===== src/rtl/inv_mixrow_serial_if.sv =====
// Handshake bundle for the row-serial inverse MixRow stage.
// Both the state input and the result output travel on this interface.
interface inv_mixrow_serial_if;
    logic                 in_valid;
    logic                 in_ready;
    logic [0:3][0:3][3:0] st_invmix;
    logic                 out_valid;
    logic                 out_ready;
    logic [0:3][0:3][3:0] invmix_state;
    logic                 busy;

    modport slave (
        input  in_valid,
        input  st_invmix,
        input  out_ready,
        output in_ready,
        output out_valid,
        output invmix_state,
        output busy
    );

    modport master (
        output in_valid,
        output st_invmix,
        output out_ready,
        input  in_ready,
        input  out_valid,
        input  invmix_state,
        input  busy
    );
endinterface


===== src/rtl/inv_mixrow_serial.sv =====
// LOONG decryption MixRow: involutory 4x4 matrix over GF(2^4)/0x13,
// one result row per cycle.
module inv_mixrow_serial (
    input  logic               clock,
    input  logic               rst,
    inv_mixrow_serial_if.slave bus
);
    typedef enum logic [1:0] {
        IDLE,
        CALC,
        DONE
    } state_t;

    localparam logic [0:3][0:3][3:0] M = 64'h149D_41D9_9D14_D941;

    state_t               state;
    logic [1:0]           rc;
    logic [0:3][0:3][3:0] in_buf;
    logic [0:3][3:0]      row_res;

    // Shift-and-add multiply, reducing by x^4+x+1 as bit 3 falls off.
    function automatic logic [3:0] gmul(
        input logic [3:0] a,
        input logic [3:0] b
    );
        logic [3:0] p;
        logic [3:0] x;
        logic       hi;
        p = 4'h0;
        x = a;
        for (int i = 0; i < 4; i++) begin
            if (b[i]) p = p ^ x;
            hi = x[3];
            x  = {x[2:0], 1'b0};
            if (hi) x = x ^ 4'h3;
        end
        return p;
    endfunction

    always_comb begin
        row_res = '0;
        for (int k = 0; k < 4; k++) begin
            for (int l = 0; l < 4; l++) begin
                row_res[k] = row_res[k]
                           ^ gmul(in_buf[rc][l], M[l][k]);
            end
        end
    end

    always_ff @(posedge clock or negedge rst) begin
        if (!rst) begin
            state            <= IDLE;
            rc               <= 2'd0;
            in_buf           <= '0;
            bus.invmix_state <= '0;
            bus.in_ready     <= 1'b1;
            bus.out_valid    <= 1'b0;
            bus.busy         <= 1'b0;
        end else begin
            unique case (state)
                IDLE: begin
                    if (bus.in_valid) begin
                        in_buf       <= bus.st_invmix;
                        rc           <= 2'd0;
                        state        <= CALC;
                        bus.in_ready <= 1'b0;
                        bus.busy     <= 1'b1;
                    end
                end
                CALC: begin
                    bus.invmix_state[rc] <= row_res;
                    rc                   <= rc + 2'd1;
                    if (rc == 2'd3) begin
                        state         <= DONE;
                        bus.out_valid <= 1'b1;
                    end
                end
                DONE: begin
                    if (bus.out_ready) begin
                        state         <= IDLE;
                        bus.out_valid <= 1'b0;
                        bus.busy      <= 1'b0;
                        bus.in_ready  <= 1'b1;
                    end
                end
                default: begin
                    state         <= IDLE;
                    bus.out_valid <= 1'b0;
                    bus.busy      <= 1'b0;
                    bus.in_ready  <= 1'b1;
                end
            endcase
        end
    end
endmodule


===== src/flat_wrapper.sv =====
// flat-port wrapper written by rule: the top's interface ports become plain ports
module inv_mixrow_serial_flat 
  (clock, rst, bus_in_valid, bus_st_invmix, bus_out_ready, bus_in_ready, bus_out_valid, bus_invmix_state, bus_busy);
  inv_mixrow_serial_if bus_i ();
  input  logic clock;
  input  logic rst;
  input wire logic [$bits(bus_i.in_valid)-1:0] bus_in_valid;
  input wire logic [$bits(bus_i.st_invmix)-1:0] bus_st_invmix;
  input wire logic [$bits(bus_i.out_ready)-1:0] bus_out_ready;
  output wire logic [$bits(bus_i.in_ready)-1:0] bus_in_ready;
  output wire logic [$bits(bus_i.out_valid)-1:0] bus_out_valid;
  output wire logic [$bits(bus_i.invmix_state)-1:0] bus_invmix_state;
  output wire logic [$bits(bus_i.busy)-1:0] bus_busy;
  assign bus_i.in_valid = bus_in_valid;
  assign bus_i.st_invmix = bus_st_invmix;
  assign bus_i.out_ready = bus_out_ready;
  assign bus_in_ready = bus_i.in_ready;
  assign bus_out_valid = bus_i.out_valid;
  assign bus_invmix_state = bus_i.invmix_state;
  assign bus_busy = bus_i.busy;
  inv_mixrow_serial u_core (.clock(clock), .rst(rst), .bus(bus_i));
endmodule

===== config.mk =====
export PLATFORM = sky130hd
export DESIGN_NAME = inv_mixrow_serial_flat
export DESIGN_NICKNAME = d
export VERILOG_FILES = /design/src/rtl/inv_mixrow_serial_if.sv /design/src/rtl/inv_mixrow_serial.sv /design/src/flat_wrapper.sv
export SDC_FILE = /design/constraint.sdc
export NUM_CORES = 1
export LEC_CHECK = 0
export ABC_AREA = 1
export BUFFER_PORTS_ARGS = -buffer_cell sky130_fd_sc_hd__buf_2
export CAP_MARGIN = 20
export CORE_UTILIZATION = 35
export DETAILED_ROUTE_END_ITERATION = 8
export PLACE_DENSITY = 0.61
export SYNTH_ARGS = -nofsm -noshare
export SYNTH_HDL_FRONTEND = slang
export SYNTH_SLANG_ARGS = --single-unit

===== constraint.sdc =====
create_clock -name clock -period 1.65 [get_ports clock]
set_input_delay 0.0825 -clock clock [delete_from_list [all_inputs] [get_ports clock]]
set_output_delay 0.0825 -clock clock [all_outputs]
set_load 0.02 [all_outputs]

# [Yosys cells after proc, flatten, opt, wreduce, memory -nomap -nowiden]
# Cells that the tools add are included.
[classes] addsub=1 order_cmp=2 eq_ne=6 n_mux=32 n_bitwise=39 n_reduce_logical=8
[ops] op="$xor 4x4->4" n=24
[ops] op="$bwmux 64" n=1
[ops] op="$mux 16" n=3
[ops] op="$bmux 16 s2" n=1
[ops] op="$demux 16 s2" n=1
[ops] op="$mux 2" n=16
[ops] op="$not 2->2" n=12
[ops] op="$pmux 1 s3" n=3
[ops] op="$reduce_and 3->1" n=3
[ops] op="$pmux 2 s3" n=1
[ops] op="$mux 1" n=5
[ops] op="$eq 2x2->1 const B" n=2
[ops] op="$ne 2x2->1 const B" n=2
[ops] op="$pmux 2 s2" n=1
[ops] op="$reduce_and 2->1" n=2
[ops] op="$ge 3x3->1 const B" n=1
[ops] op="$lt 3x1->1 const B" n=1
[ops] op="$not 2->3" n=1
[ops] op="$add 2x1->2 const B" n=1
[ops] op="$eq 2x1->1 const B" n=1
[ops] op="$logic_not 2->1" n=1
[ops] op="$ne 2x1->1 const B" n=1
[ops] op="$not 1->1" n=2
[ops] op="$reduce_bool 2->1" n=1
[ops] op="$logic_and 1x1->1" n=1
[totals] regBits=135 in_bits=68 output_inout_bits=67 wordCells=125

# [Logic depth before layout (Yosys ltp)]
# Gate-level depths: netlist of run 1.
[logic_depth] ltp_word=15 ltp_mapped=15 depth_no_buf=13

# [Least setup slack after synthesis of run 1]
# Ideal clock, no wire load.
[synth_path] kind="reg2reg" startpoint="reg u_core.rc[0]" endpoint="reg, netlist name u_core.bus.invmix_state[12]" setup_time_ps=118 arrival_time_ps=1458 required_ps=1532 path_slack_ps=74 path_stages_with_launch=15 n_path_buf=2 cell_sequence="dfrtp_1 buf_6 inv_6 buf_6 nand2_1 nand2_1 nand2_1 nand2_2 nand2_1 nand2_1 nand2_1 nand2_1 nand2_1 nand3_1 nand2_1"
[synth_between] elab_chain_cells=9
[synth_rtl] item="start: declaration" line_no="inv_mixrow_serial.sv:17" source="logic [1:0] rc;"
[synth_rtl] item="start signal: assignment" line_no="inv_mixrow_serial.sv:72" source="rc <= rc + 2'd1;"
[synth_rtl] item="$not 2->3 (not written as such) *" line_no="inv_mixrow_serial.sv:45, inv_mixrow_serial.sv:71"
[synth_rtl] item="$bmux 16 s2" line_no="inv_mixrow_serial.sv:45" source="^ gmul(in_buf[rc][l], M[l][k]);"
[synth_rtl] item="$mux 16 (not written as such) (2 in a row)" line_no="inv_mixrow_serial.sv:45"
[synth_rtl] item="$mux 2" line_no="inv_mixrow_serial.sv:35" source="if (hi) x = x ^ 4'h3;"
[synth_rtl] item="$xor 4x4->4 (on tied branches) (2 in a row)" line_no="inv_mixrow_serial.sv:45, inv_mixrow_serial.sv:32"
[synth_rtl] item="$xor 4x4->4" line_no="inv_mixrow_serial.sv:45"
[synth_rtl] item="$bwmux 64 *" line_no="inv_mixrow_serial.sv:71" source="bus.invmix_state[rc] <= row_res;"
# Every way passes the cells marked *; elsewhere a longest branch is shown, timed or not. The select of a mux whose other input is x is not followed.
# A chain may end at the register's enable or synchronous reset.

# [Final worst setup path of run 1]
[layout_path] startpoint="reg u_core.rc[0]" endpoint="reg, netlist name u_core.bus.invmix_state[8]"
[layout_between] elab_chain_cells=10
[layout_rtl] item="$not 2->3 (not written as such) *" line_no="inv_mixrow_serial.sv:45, inv_mixrow_serial.sv:71"
[layout_rtl] item="$bmux 16 s2" line_no="inv_mixrow_serial.sv:45"
[layout_rtl] item="$mux 16 (not written as such) (2 in a row)" line_no="inv_mixrow_serial.sv:45"
[layout_rtl] item="$mux 2" line_no="inv_mixrow_serial.sv:35"
[layout_rtl] item="$xor 4x4->4 (2 in a row)" line_no="inv_mixrow_serial.sv:32" source="if (b[i]) p = p ^ x;"
[layout_rtl] item="$xor 4x4->4 (2 in a row)" line_no="inv_mixrow_serial.sv:45"
[layout_rtl] item="$bwmux 64 *" line_no="inv_mixrow_serial.sv:71"
# Marks and branches as above.

==> results of run 1 <==
==> metal layers <==
metal  track usage [%]  vias up  wire length [um]
met5                 0        -                 0
met4              8.24        0               565
met3              3.84       41               834
met2              36.1      197             11300
met1              30.2     3376             10400
li1                  -     3487                 -
==> registers in the layout, indices dropped and copies added, names as in the netlist <==
register                 flops
u_core.bus.invmix_state     64
u_core.in_buf               64
u_core.rc                    2
u_core.state                 2
u_core.bus.busy              1
u_core.bus.in_ready          1
u_core.bus.out_valid         1
==> Yosys cell counts (2+ instances only) <==
master                     instances
sky130_fd_sc_hd__nand2_1         605
sky130_fd_sc_hd__dfrtp_1         134
sky130_fd_sc_hd__nand3_1         109
sky130_fd_sc_hd__inv_1            19
sky130_fd_sc_hd__nand2_2          16
sky130_fd_sc_hd__clkbuf_1         12
sky130_fd_sc_hd__o21ai_0           8
sky130_fd_sc_hd__buf_2             7
sky130_fd_sc_hd__buf_4             6
sky130_fd_sc_hd__inv_2             6
sky130_fd_sc_hd__buf_1             4
sky130_fd_sc_hd__buf_6             4
sky130_fd_sc_hd__ha_1              4
sky130_fd_sc_hd__nor2_1            3
sky130_fd_sc_hd__nor2_2            2
sky130_fd_sc_hd__xnor2_1           2
==> cells by family after synthesis <==
family,count (synthesis),synth area share [%]
buffers and inverters,60,4.31
XOR/XNOR,3,0.500
adder cells (fa/ha/maj),4,0.741
AO/OA/AOI/OAI,9,0.722
flip-flops,135,50.0
AND/OR/NAND/NOR,737,43.7
==> cell usage in the layout (no fill, tap or decap), types with 2 or more instances in the layout <==
| master | n |
|---|---|
| sky130_fd_sc_hd__buf_4 | 42 |
| sky130_fd_sc_hd__o21ai_0 | 8 |
| sky130_fd_sc_hd__nor2_1 | 3 |
| sky130_fd_sc_hd__bufinv_16 | 2 |
| sky130_fd_sc_hd__nand2_1 | 426 |
| sky130_fd_sc_hd__nand2_4 | 85 |
| sky130_fd_sc_hd__buf_12 | 12 |
| sky130_fd_sc_hd__inv_2 | 9 |
| sky130_fd_sc_hd__inv_1 | 11 |
| sky130_fd_sc_hd__ha_1 | 3 |
| sky130_fd_sc_hd__xnor2_4 | 2 |
| sky130_fd_sc_hd__dlygate4sd3_1 | 66 |
| sky130_fd_sc_hd__clkbuf_16 | 20 |
| sky130_fd_sc_hd__nand3_1 | 33 |
| sky130_fd_sc_hd__buf_6 | 20 |
| sky130_fd_sc_hd__dfrtp_1 | 133 |
| sky130_fd_sc_hd__clkinvlp_4 | 6 |
| sky130_fd_sc_hd__inv_6 | 7 |
| sky130_fd_sc_hd__nor2_2 | 2 |
| sky130_fd_sc_hd__nand2_8 | 5 |
| sky130_fd_sc_hd__buf_2 | 133 |
| sky130_fd_sc_hd__clkinv_2 | 3 |
| sky130_fd_sc_hd__clkinv_4 | 3 |
| sky130_fd_sc_hd__nand3_4 | 16 |
| sky130_fd_sc_hd__nand3_2 | 60 |
| sky130_fd_sc_hd__nand2_2 | 105 |
==> critical path: stages (launching register included) <==
cell and delay, ns:
sky130_fd_sc_hd__dfrtp_2 0.48, sky130_fd_sc_hd__buf_8 0.18, sky130_fd_sc_hd__clkbuf_16 0.16, sky130_fd_sc_hd__nand2_4 0.07
sky130_fd_sc_hd__nand3_2 0.12, sky130_fd_sc_hd__nand2_4 0.12, sky130_fd_sc_hd__buf_4 0.11, sky130_fd_sc_hd__nand2_1 0.05
sky130_fd_sc_hd__nand2_2 0.08, sky130_fd_sc_hd__nand2_2 0.05, sky130_fd_sc_hd__nand2_2 0.08, sky130_fd_sc_hd__inv_1 0.05
sky130_fd_sc_hd__nand2_2 0.11, sky130_fd_sc_hd__nand3_1 0.08, sky130_fd_sc_hd__nand2_1 0.07
==> final cells by class <==
type | instances | area (um2)
timing repair buffer | 277 | 2200
fill | 1598 | 7620
clock buffer | 18 | 429
timing repair inverter | 2 | 25.0
clock inverter | 14 | 150
sequential | 135 | 3380
tap | 260 | 325
inverter | 27 | 130
multi-input combinational | 753 | 4570
==> per-stage QoR <==
step | instances | cell area (um2) | TNS (ns) | hold WS (ns) | setup WS (ns)
floorplan | 948 | 6760 | 0 | -0.213 | 0.0741
global placement | 1357 | 8010 | -15.46 | 0.139 | -0.317
detailed placement | 1357 | 8010 | -16.68 | 0.136 | -0.349
CTS | 1464 | 9700 | -5.19 | 0.0997 | -0.127
global route | 1486 | 11200 | -14.80 | 0.140 | -0.334
finish | 1486 | 11200 | -9.65 | 0.100 | -0.220
==> worst paths after layout <==
path | to | cells after the start | slack, ns | from
max | u_core.bus.invmix_state[8]$_DFFE_PN0P_ | 14 | -0.22 | u_core.rc[0]$_DFFE_PN0P_
max in group asynchronous | u_core.bus.invmix_state[14]$_DFFE_PN0P_ | 3 | 1.01 | rst
min | u_core.in_buf[9]$_DFFE_PN0P_ | 4 | 0.10 | bus_in_valid
min reg2reg | u_core.bus.in_ready$_DFFE_PN1P_ | 2 | 0.46 | u_core.bus.in_ready$_DFFE_PN1P_
min in group asynchronous | u_core.rc[1]$_DFFE_PN0P_ | 3 | 0.22 | rst
max reg2reg | u_core.bus.invmix_state[8]$_DFFE_PN0P_ | 14 | -0.22 | u_core.rc[0]$_DFFE_PN0P_
==> repair_timing <==
item / 4_1_cts / 5_1_grt
setup endpoints to repair: 64 / 64
hold buffers: 66 / 0
buffers inserted: 8 / 17
pin swaps: 23 / 66
gates resized for setup: 111 / 309
hold endpoints to repair: 201 / 0
gates cloned: 1 / 5
==> results.tsv, run 1 <==
stage	metric	value	unit
outcome	run status	finished, violations left	
outcome	violations in the final reports	setup timing	
yosys	gate count after technology mapping	948	
clocking	clock buffer depth	2	
global_route	via count of the first global-routing pass	6552	
global_route	global router's overall resource usage	22.4	%
sta	count of final setup violators	64	
yosys	largest area contributor in the netlist	sky130_fd_sc_hd__dfrtp_1	
cells_and_area	Final Core Density	59.5	%
die	Std-Cell Core Area	18800	um2
yosys	synthesized cell area	6760	um2
sta	Worst Tran Pin Value	0.486	ns
yosys	synth top area cells	sky130_fd_sc_hd__dfrtp_1 50%, sky130_fd_sc_hd__nand2_1 34%, sky130_fd_sc_hd__nand3_1 8.1%, sky130_fd_sc_hd__nand2_2 1.5%, sky130_fd_sc_hd__inv_1 1.1%	
yosys	portion of the post-synthesis area used by sequential elements	50.0	%
worst_setup_path	Worst Setup End Kind	flip-flop	
clocking	post-CTS clock slew at the launch and capture registers of the worst setup and hold paths	0.06	ns
job	MaxCap Viol Count	0	
drt	aggregate routed wire length	23.1	mm
die	die footprint	19900	um2
die	height of the die	141	um
global_route	number of antenna violations at the first check in global routing	0	
die	number of core rows	50	
cells_and_area	area growth from synthesis to layout	65.8	%
yosys	async set-reset flop share out of synthesis	100	%
die	initial core utilization	35.9	%
yosys	portion of synthesized cell area occupied by the leading cell type	49.6	%
placement	HPWL after detailed placement	14.8	mm
cells_and_area	fraction of final layout cells sized beyond drive strength 1	44.0	%
drt	DRC errors left	0	
sta	Worst Slack Setup Final	-0.220	ns
clocking	number of sinks on the clock net	135	
clocking	Clock Latency Late Sink	0.43	ns
yosys	nets in the synthesized netlist	1020	
global_route	global-route congestion overflow total	0	
worst_setup_path	type of the setup path with the least slack	flip-flop to flip-flop	
cells_and_area	Final nets	1285	
yosys	register bit total from synthesis	135	
yosys	Cell variety after synth	23	
die	Die Wd	141	um
sta	Slew Limit Headroom	67.6	%
worst_setup_path	CP Launch Type	flip-flop	
clocking	H-tree levels	4	
global_route	pin count of the biggest net entering global routing	67	
drt	length of the first detailed-routing pass in iterations	7	
drt	via count normalized by instance count	4.78	
cells_and_area	antenna cells	0	
worst_setup_path	Worst Path Max Fanout	5	
placement	Placer Congestion	0.908	
drt	Routed Antenna Nets	0	
yosys	average footprint of a synthesized cell	7.13	um2
sta	maximum clock frequency	0.535	GHz
sta	post-layout minimum cycle time	1.87	ns
sta	portion of the clock cycle consumed by the worst path in the final layout	113	%
placement	quantity of I/O buffers inserted on ports	134	
hold_path	type of the worst min-delay path	input port to flip-flop	
sta	unrepaired setup endpoints after global routing	yes	
worst_setup_path	Req. time, crit path	2.02	ns
yosys	Top FF cell, synth	sky130_fd_sc_hd__dfrtp_1	
worst_setup_path	arrival time at the worst endpoint	2.24	ns
sta	number of hold-slack violations in the final timing report	0	
drt	wire length per cell	15.5	um
drt	count of routing violations after the opening detailed-route iteration	384	
clocking	number of CTS-inserted buffers	17	
yosys	number of flops mapped to enable cells by yosys	0	
die	ports placed on the boundary	135	
drt	DR vias	7101	
global_route	wire length of the first global-routing pass	34.1	mm
clocking	root buf cell	sky130_fd_sc_hd__clkbuf_16	
sta	skew final	0.00679	ns
clocking	clock tree from TritonCTS	done	
yosys	Yosys warning total	0	
sta	max-slew violations	0	
Power of run 1 is left out: the tool's default activity adds up to more than one toggle a clock period on the data nets, which glitch-free logic cannot reach.
==> run 2: changes to the inputs <==
--- a/config.mk
+++ b/config.mk
@@ -8,6 +8,7 @@
 export ABC_AREA = 1
 export BUFFER_PORTS_ARGS = -buffer_cell sky130_fd_sc_hd__buf_2
 export CAP_MARGIN = 20
+export CORE_MARGIN = 3
 export CORE_UTILIZATION = 35
 export DETAILED_ROUTE_END_ITERATION = 8
 export PLACE_DENSITY = 0.61
==> run 2 against run 1 <==
Compared with the run above: the flow still finishes with violations (setup timing); critical path depth fell by 1; cell area fell by 5.1%; wire length fell by 2.5%; largest cell class unchanged.
==> results.tsv, run 2 (same netlist as run 1, synthesis figures left out) <==
stage	metric	value	unit	change
outcome	run status	finished, violations left		unchanged
outcome	violations in the final reports	setup timing		unchanged
sta	Slew Limit Headroom	60.9	%	was 67.6%
cells_and_area	antenna cells	0		unchanged
clocking	H-tree levels	4		unchanged
worst_setup_path	maximum cell stage delay along the critical path	0.43	ns	was 0.48 ns
cells_and_area	Final nets	1293		was 1285
global_route	pin count of the biggest net entering global routing	65		was 67
placement	Placer Congestion	0.901		was 0.908
die	number of core rows	50		unchanged
global_route	global-route congestion overflow total	0		unchanged
worst_setup_path	Req. time, crit path	1.97	ns	was 2.02 ns
job	MaxCap Viol Count	0		unchanged
drt	Routed Antenna Nets	0		unchanged
cells_and_area	Reg area	3380	um2	unchanged
drt	count of routing violations after the opening detailed-route iteration	364		was 384
global_route	global router's overall resource usage	21.1	%	was 22.4%
cells_and_area	most common library cell in the layout ignoring fill and taps	sky130_fd_sc_hd__nand2_1		unchanged
die	Std-Cell Core Area	18800	um2	unchanged
worst_setup_path	Worst Setup End Kind	flip-flop		unchanged
drt	aggregate routed wire length	22.5	mm	was 23.1 mm
drt	wire length per cell	15.1	um	was 15.5 um
sta	Worst Slack Setup Final	-0.198	ns	was -0.220 ns
sta	number of hold-slack violations in the final timing report	0		unchanged
global_route	via count of the first global-routing pass	6975		was 6552
sta	max-slew violations	0		unchanged
clocking	clock tree from TritonCTS	done		unchanged
sta	count of final setup violators	64		unchanged
cells_and_area	fraction of final layout cells sized beyond drive strength 1	40.0	%	was 44.0%
sta	skew final	0.00869	ns	was 0.00679 ns
placement	Post-Place Setup Slack	-0.356	ns	was -0.349 ns
drt	length of the first detailed-routing pass in iterations	5		was 7
global_route	wire length of the first global-routing pass	35.9	mm	was 34.1 mm
sta	post-layout minimum cycle time	1.85	ns	was 1.87 ns
drt	DR vias	7065		was 7101
die	die footprint	21000	um2	was 19900 um2
worst_setup_path	cells along the critical path	buf_8 > clkbuf_16 > nand2_2 > nand2_2 > nand2_1 > nand2_2 > buf_6 > nand2_4 > nand2_2 > nand2_2 > nand3_2 > nand3_2 > nand2_1		was buf_8 > clkbuf_16 > nand2_4 > nand3_2 > nand2_4 > buf_4 > nand2_1 > nand2_2 > nand2_2 > nand2_2 > inv_1 > nand2_2 > nand3_1 > nand2_1
sta	unrepaired setup endpoints after global routing	yes		unchanged
drt	via count normalized by instance count	4.73		was 4.78
die	Die Wd	145	um	was 141 um
worst_setup_path	arrival time at the worst endpoint	2.16	ns	was 2.24 ns
worst_setup_path	cell at the slowest stage of the critical path	sky130_fd_sc_hd__dfrtp_2		unchanged
clocking	root buf cell	sky130_fd_sc_hd__clkbuf_16		unchanged
sta	Worst Hold Margin	0.199	ns	was 0.100 ns
cells_and_area	area growth from synthesis to layout	57.4	%	was 65.8%
sta	sum of negative setup slack	-8.11	ns	was -9.65 ns
clocking	number of CTS-inserted buffers	17		unchanged
worst_setup_path	cell type group with the largest total delay on the critical path	simple AND/OR/NAND/NOR gates		unchanged
cells_and_area	count of fill cells added during filler insertion	1702		was 1598
cells_and_area	footprint of the multi-input gates	4030	um2	was 4570 um2
placement	HPWL after detailed placement	15.0	mm	was 14.8 mm
clocking	number of sinks on the clock net	135		unchanged
worst_setup_path	WP buf/inv	3		was 4
worst_setup_path	CP Launch Type	flip-flop		unchanged
die	ports placed on the boundary	135		unchanged
placement	quantity of I/O buffers inserted on ports	134		unchanged
sta	maximum clock frequency	0.541	GHz	was 0.535 GHz
global_route	number of antenna violations at the first check in global routing	0		unchanged
cells_and_area	top library cells by usage in the layout, fill and taps aside	464 x sky130_fd_sc_hd__nand2_1, 133 x sky130_fd_sc_hd__buf_2, 133 x sky130_fd_sc_hd__dfrtp_1, 117 x sky130_fd_sc_hd__nand2_2, 67 x sky130_fd_sc_hd__dlygate4sd3_1		was 426 x sky130_fd_sc_hd__nand2_1, 133 x sky130_fd_sc_hd__buf_2, 133 x sky130_fd_sc_hd__dfrtp_1, 105 x sky130_fd_sc_hd__nand2_2, 85 x sky130_fd_sc_hd__nand2_4
die	initial core utilization	35.9	%	unchanged
hold_path	type of the worst min-delay path	input port to async pin		was input port to flip-flop
die	height of the die	145	um	was 141 um
worst_setup_path	dominant cell type by count on the critical path	sky130_fd_sc_hd__nand2_2		unchanged
clocking	clock buffer depth	2		unchanged
worst_setup_path	type of the setup path with the least slack	flip-flop to flip-flop		unchanged
sta	Worst Tran Pin Value	0.587	ns	was 0.486 ns
drt	DRC errors left	0		unchanged
worst_setup_path	Worst Path Max Fanout	6		was 5
clocking	Clock Latency Late Sink	0.43	ns	about the same
cells_and_area	largest registers ranked by flip-flop count	u_core.bus.invmix_state (64), u_core.in_buf (64)		unchanged
clocking	post-CTS clock slew at the launch and capture registers of the worst setup and hold paths	0.07	ns	was 0.06 ns
sta	portion of the clock cycle consumed by the worst path in the final layout	112	%	was 113%
run 2: changes by cell type in the layout (fill, tap and decap cells not counted), sizes merged:
cell         before  now
buf             208  217
clkinv            7    5
bufinv            2    1
clkbuf           21   18
inv              28   33
dlygate4sd3      66   67
clkinvlp          6    5
run 2: per-stage QoR:
step | cells | area, um2 | util, %
2_1_floorplan | 948 | 6760 | -
3_3_place_gp | 1360 | 8030 | 42.7
3_5_place_dp | 1360 | 8030 | 42.7
4_1_cts | 1482 | 9900 | 52.6
5_1_grt | 1494 | 10600 | 56.5
6_report | 1494 | 10600 | 56.5
run 2: cell type report:
type | count | area share, %
Multi-Input combinational cell | 753 | 37.9
Sequential cell | 135 | 31.8
Timing Repair Buffer | 285 | 20.6
Clock buffer | 17 | 4.00
Tap cell | 260 | 3.06
Clock inverter | 15 | 1.34
Inverter | 27 | 1.11
Timing Repair inverter | 2 | 0.235
run 2: routing by layer:
| layer | GRT usage (%) | share of wire [%] | routed length [um] | vias to the layer above |
|---|---|---|---|---|
| li1 | - | - | - | 3499 |
| met1 | 28.7 | 47 | 10500 | 3323 |
| met2 | 34.1 | 47 | 10500 | 197 |
| met3 | 3.59 | 3.9 | 879 | 46 |
| met4 | 7.93 | 2.9 | 656 | 0 |
| met5 | 0 | 0 | 0 | - |
run 2: path summary, 6_finish.rpt:
kind | start | to | slack (ns) | cells past startpoint
max | u_core.rc[0]$_DFFE_PN0P_ | u_core.bus.invmix_state[37]$_DFFE_PN0P_ | -0.20 | 13
min | rst | u_core.bus.invmix_state[49]$_DFFE_PN0P_ | 0.20 | 2
max reg2reg | u_core.rc[0]$_DFFE_PN0P_ | u_core.bus.invmix_state[37]$_DFFE_PN0P_ | -0.20 | 13
min reg2reg | u_core.bus.in_ready$_DFFE_PN1P_ | u_core.bus.in_ready$_DFFE_PN1P_ | 0.46 | 2
max in group asynchronous | rst | u_core.bus.in_ready$_DFFE_PN1P_ | 0.82 | 3
min in group clock | bus_st_invmix[37] | u_core.in_buf[37]$_DFFE_PN0P_ | 0.39 | 4
run 2: what timing repair did:
item / in CTS / in global routing
endpoints found under the hold margin: 102 / 0
endpoints found under the setup margin: 64 / 65
pin swaps: 34 / 60
setup buffers: 20 / 11
gates resized for setup: 127 / 166
hold buffers: 67 / 0
gates cloned: 3 / 1
run 2: worst register-to-register path, stage by stage (launching register included):
cell                        delay (ns)
sky130_fd_sc_hd__dfrtp_2          0.43
sky130_fd_sc_hd__buf_8            0.15
sky130_fd_sc_hd__clkbuf_16        0.16
sky130_fd_sc_hd__nand2_2          0.08
sky130_fd_sc_hd__nand2_2          0.05
sky130_fd_sc_hd__nand2_1          0.07
sky130_fd_sc_hd__nand2_2          0.10
sky130_fd_sc_hd__buf_6            0.14
sky130_fd_sc_hd__nand2_4          0.07
sky130_fd_sc_hd__nand2_2          0.05
sky130_fd_sc_hd__nand2_2          0.10
sky130_fd_sc_hd__nand3_2          0.18
sky130_fd_sc_hd__nand3_2          0.13
sky130_fd_sc_hd__nand2_1          0.05
Power of run 2 is left out for the same reason.
==> run 3: changes to the inputs <==
--- a/config.mk
+++ b/config.mk
@@ -5,13 +5,12 @@
 export SDC_FILE = /design/constraint.sdc
 export NUM_CORES = 1
 export LEC_CHECK = 0
-export ABC_AREA = 1
 export BUFFER_PORTS_ARGS = -buffer_cell sky130_fd_sc_hd__buf_2
 export CAP_MARGIN = 20
 export CORE_MARGIN = 3
 export CORE_UTILIZATION = 35
 export DETAILED_ROUTE_END_ITERATION = 8
-export PLACE_DENSITY = 0.61
+export PLACE_DENSITY = 0.62
 export SYNTH_ARGS = -nofsm -noshare
 export SYNTH_HDL_FRONTEND = slang
 export SYNTH_SLANG_ARGS = --single-unit
==> run 3 against run 2 <==
Compared with the run above: count of clock-buffer cells in the layout rose by 2; clock skew rose by 0.0029 ns; cell area is 17% lower; final cell count is 38% lower; sequential share of layout area rose by 6.3 points; critical endpoint is now u_core.bus.invmix_state[28]$_DFFE_PN0P_; flip-flop and latch count did not move; highest routed layer unchanged; the flow still finishes with violations (setup timing); area after synthesis fell by 13%; register-to-register slack got worse by 0.36 ns; die area shrank 13%; non-clock buffer count is 29 lower.
==> results.tsv, run 3 <==
stage	metric	value	unit	change
outcome	run status	finished, violations left		unchanged
outcome	violations in the final reports	setup timing		unchanged
worst_setup_path	arrival time at the worst endpoint	2.50	ns	was 2.16 ns
placement	Placer Congestion	0.793		was 0.901
drt	via count normalized by instance count	4.60		was 4.73
cells_and_area	footprint of the multi-input gates	2720	um2	was 4030 um2
hold_path	type of the worst min-delay path	input port to flip-flop		was input port to async pin
yosys	Top FF cell, synth	sky130_fd_sc_hd__dfrtp_1		unchanged
drt	wire length per cell	15.9	um	was 15.1 um
sta	post-layout minimum cycle time	2.21	ns	was 1.85 ns
clocking	Clock Latency Late Sink	0.42	ns	was 0.43 ns
drt	count of routing violations after the opening detailed-route iteration	182		was 364
sta	Worst Hold Margin	0.0474	ns	was 0.199 ns
sta	Slew Limit Headroom	73.9	%	was 60.9%
sta	count of final setup violators	64		unchanged
sta	Worst Tran Pin Value	0.392	ns	was 0.587 ns
sta	skew final	0.0116	ns	was 0.00869 ns
die	number of core rows	46		was 50
sta	portion of the clock cycle consumed by the worst path in the final layout	134	%	was 112%
yosys	number of flops mapped to enable cells by yosys	0		unchanged
job	MaxCap Viol Count	0		unchanged
worst_setup_path	Req. time, crit path	1.95	ns	was 1.97 ns
placement	Placed Area	7270	um2	was 8030 um2
cells_and_area	Reg area	3380	um2	about the same
die	Std-Cell Core Area	16200	um2	was 18800 um2
yosys	library cell with the highest instance count after synthesis	sky130_fd_sc_hd__dfrtp_1		was sky130_fd_sc_hd__nand2_1
sta	Worst Slack Setup Final	-0.559	ns	was -0.198 ns
yosys	Yosys warning total	0		unchanged
sta	max-slew violations	0		unchanged
drt	Routed Antenna Nets	0		unchanged
global_route	number of antenna violations at the first check in global routing	0		unchanged
cells_and_area	antenna cells	0		unchanged
clocking	H-tree levels	4		unchanged
yosys	largest family of logic cells by synthesized area	multiplexers		was simple AND/OR/NAND/NOR gates
die	Die Wd	135	um	was 145 um
cells_and_area	most common library cell in the layout ignoring fill and taps	sky130_fd_sc_hd__dfrtp_1		was sky130_fd_sc_hd__nand2_1
placement	HPWL after detailed placement	10.7	mm	was 15.0 mm
die	initial core utilization	36.3	%	was 35.9%
clocking	number of CTS-inserted buffers	17		unchanged
worst_setup_path	dominant cell type by count on the critical path	sky130_fd_sc_hd__xnor2_2		was sky130_fd_sc_hd__nand2_2
die	ports placed on the boundary	135		unchanged
cells_and_area	top library cells by usage in the layout, fill and taps aside	134 x sky130_fd_sc_hd__dfrtp_1, 133 x sky130_fd_sc_hd__buf_2, 72 x sky130_fd_sc_hd__nand2_1, 66 x sky130_fd_sc_hd__dlygate4sd3_1, 64 x sky130_fd_sc_hd__mux2_2		was 464 x sky130_fd_sc_hd__nand2_1, 133 x sky130_fd_sc_hd__buf_2, 133 x sky130_fd_sc_hd__dfrtp_1, 117 x sky130_fd_sc_hd__nand2_2, 67 x sky130_fd_sc_hd__dlygate4sd3_1
yosys	largest area contributor in the netlist	sky130_fd_sc_hd__dfrtp_1		unchanged
cells_and_area	count of fill cells added during filler insertion	1339		was 1702
sta	maximum clock frequency	0.453	GHz	was 0.541 GHz
cells_and_area	Design Area, Final	8880	um2	was 10600 um2
cells_and_area	fraction of final layout cells sized beyond drive strength 1	49.4	%	was 40.0%
placement	quantity of I/O buffers inserted on ports	134		unchanged
cells_and_area	area growth from synthesis to layout	51.3	%	was 57.4%
yosys	fraction of synthesized cell area in xor and xnor cells	9.17	%	was 0.500%
worst_setup_path	Worst Path Max Fanout	5		was 6
yosys	fraction of the mapped netlist area in adder cells	0.853	%	was 0.741%
yosys	average footprint of a synthesized cell	13.0	um2	was 7.13 um2
global_route	via count of the first global-routing pass	4394		was 6975
yosys	synthesized-area fraction occupied by ao, oa, aoi and oai cells	6.16	%	was 0.722%
yosys	synthesized cell area	5870	um2	was 6760 um2
sta	number of hold-slack violations in the final timing report	0		unchanged
die	height of the die	135	um	was 145 um
worst_setup_path	type of the setup path with the least slack	flip-flop to flip-flop		unchanged
yosys	post-synthesis mux area share	18.7	%	was 0%
worst_setup_path	maximum cell stage delay along the critical path	0.62	ns	was 0.43 ns
worst_setup_path	CP Launch Type	flip-flop		unchanged
global_route	wire length of the first global-routing pass	23.7	mm	was 35.9 mm
yosys	most frequent cells after synthesis	134 x sky130_fd_sc_hd__dfrtp_1, 72 x sky130_fd_sc_hd__nand2_1, 64 x sky130_fd_sc_hd__mux2_2, 37 x sky130_fd_sc_hd__o21ai_1, 29 x sky130_fd_sc_hd__o21ai_0		was 605 x sky130_fd_sc_hd__nand2_1, 134 x sky130_fd_sc_hd__dfrtp_1, 109 x sky130_fd_sc_hd__nand3_1, 19 x sky130_fd_sc_hd__inv_1, 16 x sky130_fd_sc_hd__nand2_2
clocking	clock tree from TritonCTS	done		unchanged
clocking	clock buffer depth	2		unchanged
yosys	register bit total from synthesis	135		unchanged
yosys	portion of synthesized cell area occupied by the leading cell type	57.1	%	was 49.6%
worst_setup_path	Worst Setup End Kind	flip-flop		unchanged
worst_setup_path	cell type group with the largest total delay on the critical path	XOR/XNOR gates		was simple AND/OR/NAND/NOR gates
drt	DR vias	4283		was 7065
yosys	portion of the post-synthesis area used by sequential elements	57.6	%	was 50.0%
global_route	global router's overall resource usage	17.1	%	was 21.1%
yosys	async set-reset flop share out of synthesis	100	%	unchanged
yosys	nets in the synthesized netlist	522		was 1020
yosys	basic-gate share of the synthesized area counting and, or, nand and nor cells	5.50	%	was 43.7%
yosys	gate count after technology mapping	450		was 948
drt	DRC errors left	0		unchanged
yosys	Cell variety after synth	25		was 23
cells_and_area	Final Core Density	54.9	%	was 56.5%
cells_and_area	largest registers ranked by flip-flop count	u_core.bus.invmix_state (64), u_core.in_buf (64)		unchanged
sta	unrepaired setup endpoints after global routing	yes		unchanged
clocking	number of sinks on the clock net	135		unchanged
yosys	synth top area cells	sky130_fd_sc_hd__dfrtp_1 57%, sky130_fd_sc_hd__mux2_2 12%, sky130_fd_sc_hd__nand2_1 4.6%, sky130_fd_sc_hd__mux4_2 4.6%, sky130_fd_sc_hd__xnor2_1 4.2%		was sky130_fd_sc_hd__dfrtp_1 50%, sky130_fd_sc_hd__nand2_1 34%, sky130_fd_sc_hd__nand3_1 8.1%, sky130_fd_sc_hd__nand2_2 1.5%, sky130_fd_sc_hd__inv_1 1.1%
worst_setup_path	cells along the critical path	buf_6 > buf_12 > mux4_2 > xor2_4 > xnor2_2 > xnor2_2 > o21ai_1		was buf_8 > clkbuf_16 > nand2_2 > nand2_2 > nand2_1 > nand2_2 > buf_6 > nand2_4 > nand2_2 > nand2_2 > nand3_2 > nand3_2 > nand2_1
drt	length of the first detailed-routing pass in iterations	4		was 5
global_route	pin count of the biggest net entering global routing	42		was 65
worst_setup_path	cell at the slowest stage of the critical path	sky130_fd_sc_hd__mux4_2		was sky130_fd_sc_hd__dfrtp_2
cells_and_area	Final nets	774		was 1293
die	die footprint	18400	um2	was 21000 um2
global_route	global-route congestion overflow total	0		unchanged
clocking	post-CTS clock slew at the launch and capture registers of the worst setup and hold paths	0.06	ns	was 0.07 ns
worst_setup_path	WP buf/inv	2		was 3
clocking	root buf cell	sky130_fd_sc_hd__clkbuf_16		unchanged
drt	aggregate routed wire length	14.8	mm	was 22.5 mm
==> run 3: cell count changes after synthesis, sizes merged, moves of 24 or more <==
cell	delta
mux2	+64
nand2	-549
inv	-24
o21ai	+58
xnor2	+34
nand3	-109
==> run 3: worst register-to-register path, cell delays in order, from the launching register on <==
cell and delay, ns:
sky130_fd_sc_hd__dfrtp_1 0.36, sky130_fd_sc_hd__buf_6 0.14, sky130_fd_sc_hd__buf_12 0.13, sky130_fd_sc_hd__mux4_2 0.62, sky130_fd_sc_hd__xor2_4 0.22, sky130_fd_sc_hd__xnor2_2 0.30
sky130_fd_sc_hd__xnor2_2 0.20, sky130_fd_sc_hd__o21ai_1 0.11
==> run 3: layout make-up <==
| class | instances | area share, % |
|---|---|---|
| Sequential cell | 135 | 38.1 |
| Multi-Input combinational cell | 290 | 30.6 |
| Tap cell | 216 | 3.04 |
| Inverter | 2 | 0.0845 |
| Timing Repair Buffer | 256 | 21.6 |
| Clock buffer | 19 | 4.99 |
| Clock inverter | 13 | 1.66 |
==> run 3: through the flow <==
stage | setup slack [ns] | TNS, ns | cells
floorplan | -0.461 | -24.68 | 450
detailed placement | -0.618 | -34.07 | 826
global placement | -0.587 | -30.62 | 826
CTS | -0.564 | -31.71 | 928
finish | -0.559 | -31.39 | 931
global route | -0.676 | -38.42 | 931
==> run 3: timing repair <==
action	in CTS	in global routing
pin swaps	22	22
hold buffers	66	0
endpoints found under the setup margin	64	64
hold endpoints to repair	203	0
setup buffers	4	3
resized for setup	43	21
==> run 3: logic make-up after synthesis <==
family,count (synthesis)
AO/OA/AOI/OAI,71
XOR/XNOR,52
adder cells (fa/ha/maj),4
buffers and inverters,25
flip-flops,135
multiplexers,80
AND/OR/NAND/NOR,83
==> run 3: worst paths after layout <==
| kind | start | to | slack [ns] | depth (start not counted) |
|---|---|---|---|---|
| setup / recovery | u_core.rc[0]$_DFFE_PN0P_ | u_core.bus.invmix_state[28]$_DFFE_PN0P_ | -0.56 | 7 |
| hold / removal | bus_in_valid | u_core.rc[0]$_DFFE_PN0P_ | 0.05 | 4 |
| setup reg to reg | u_core.rc[0]$_DFFE_PN0P_ | u_core.bus.invmix_state[28]$_DFFE_PN0P_ | -0.56 | 7 |
| hold reg to reg | u_core.bus.invmix_state[58]$_DFFE_PN0P_ | u_core.bus.invmix_state[58]$_DFFE_PN0P_ | 0.47 | 2 |
| max in group asynchronous | rst | u_core.bus.invmix_state[50]$_DFFE_PN0P_ | 0.93 | 3 |
| min in group asynchronous | rst | u_core.bus.invmix_state[42]$_DFFE_PN0P_ | 0.15 | 2 |
==> run 3: per-layer routing <==
metal / track usage [%] / wire, um / up-vias
met5: 0 / 0 / -
met4: 3.86 / 173 / 0
met3: 5.87 / 1020 / 17
met2: 26.5 / 6980 / 149
met1: 23.4 / 6650 / 2052
li1: - / - / 2065
Power of run 3 is left out for the same reason.
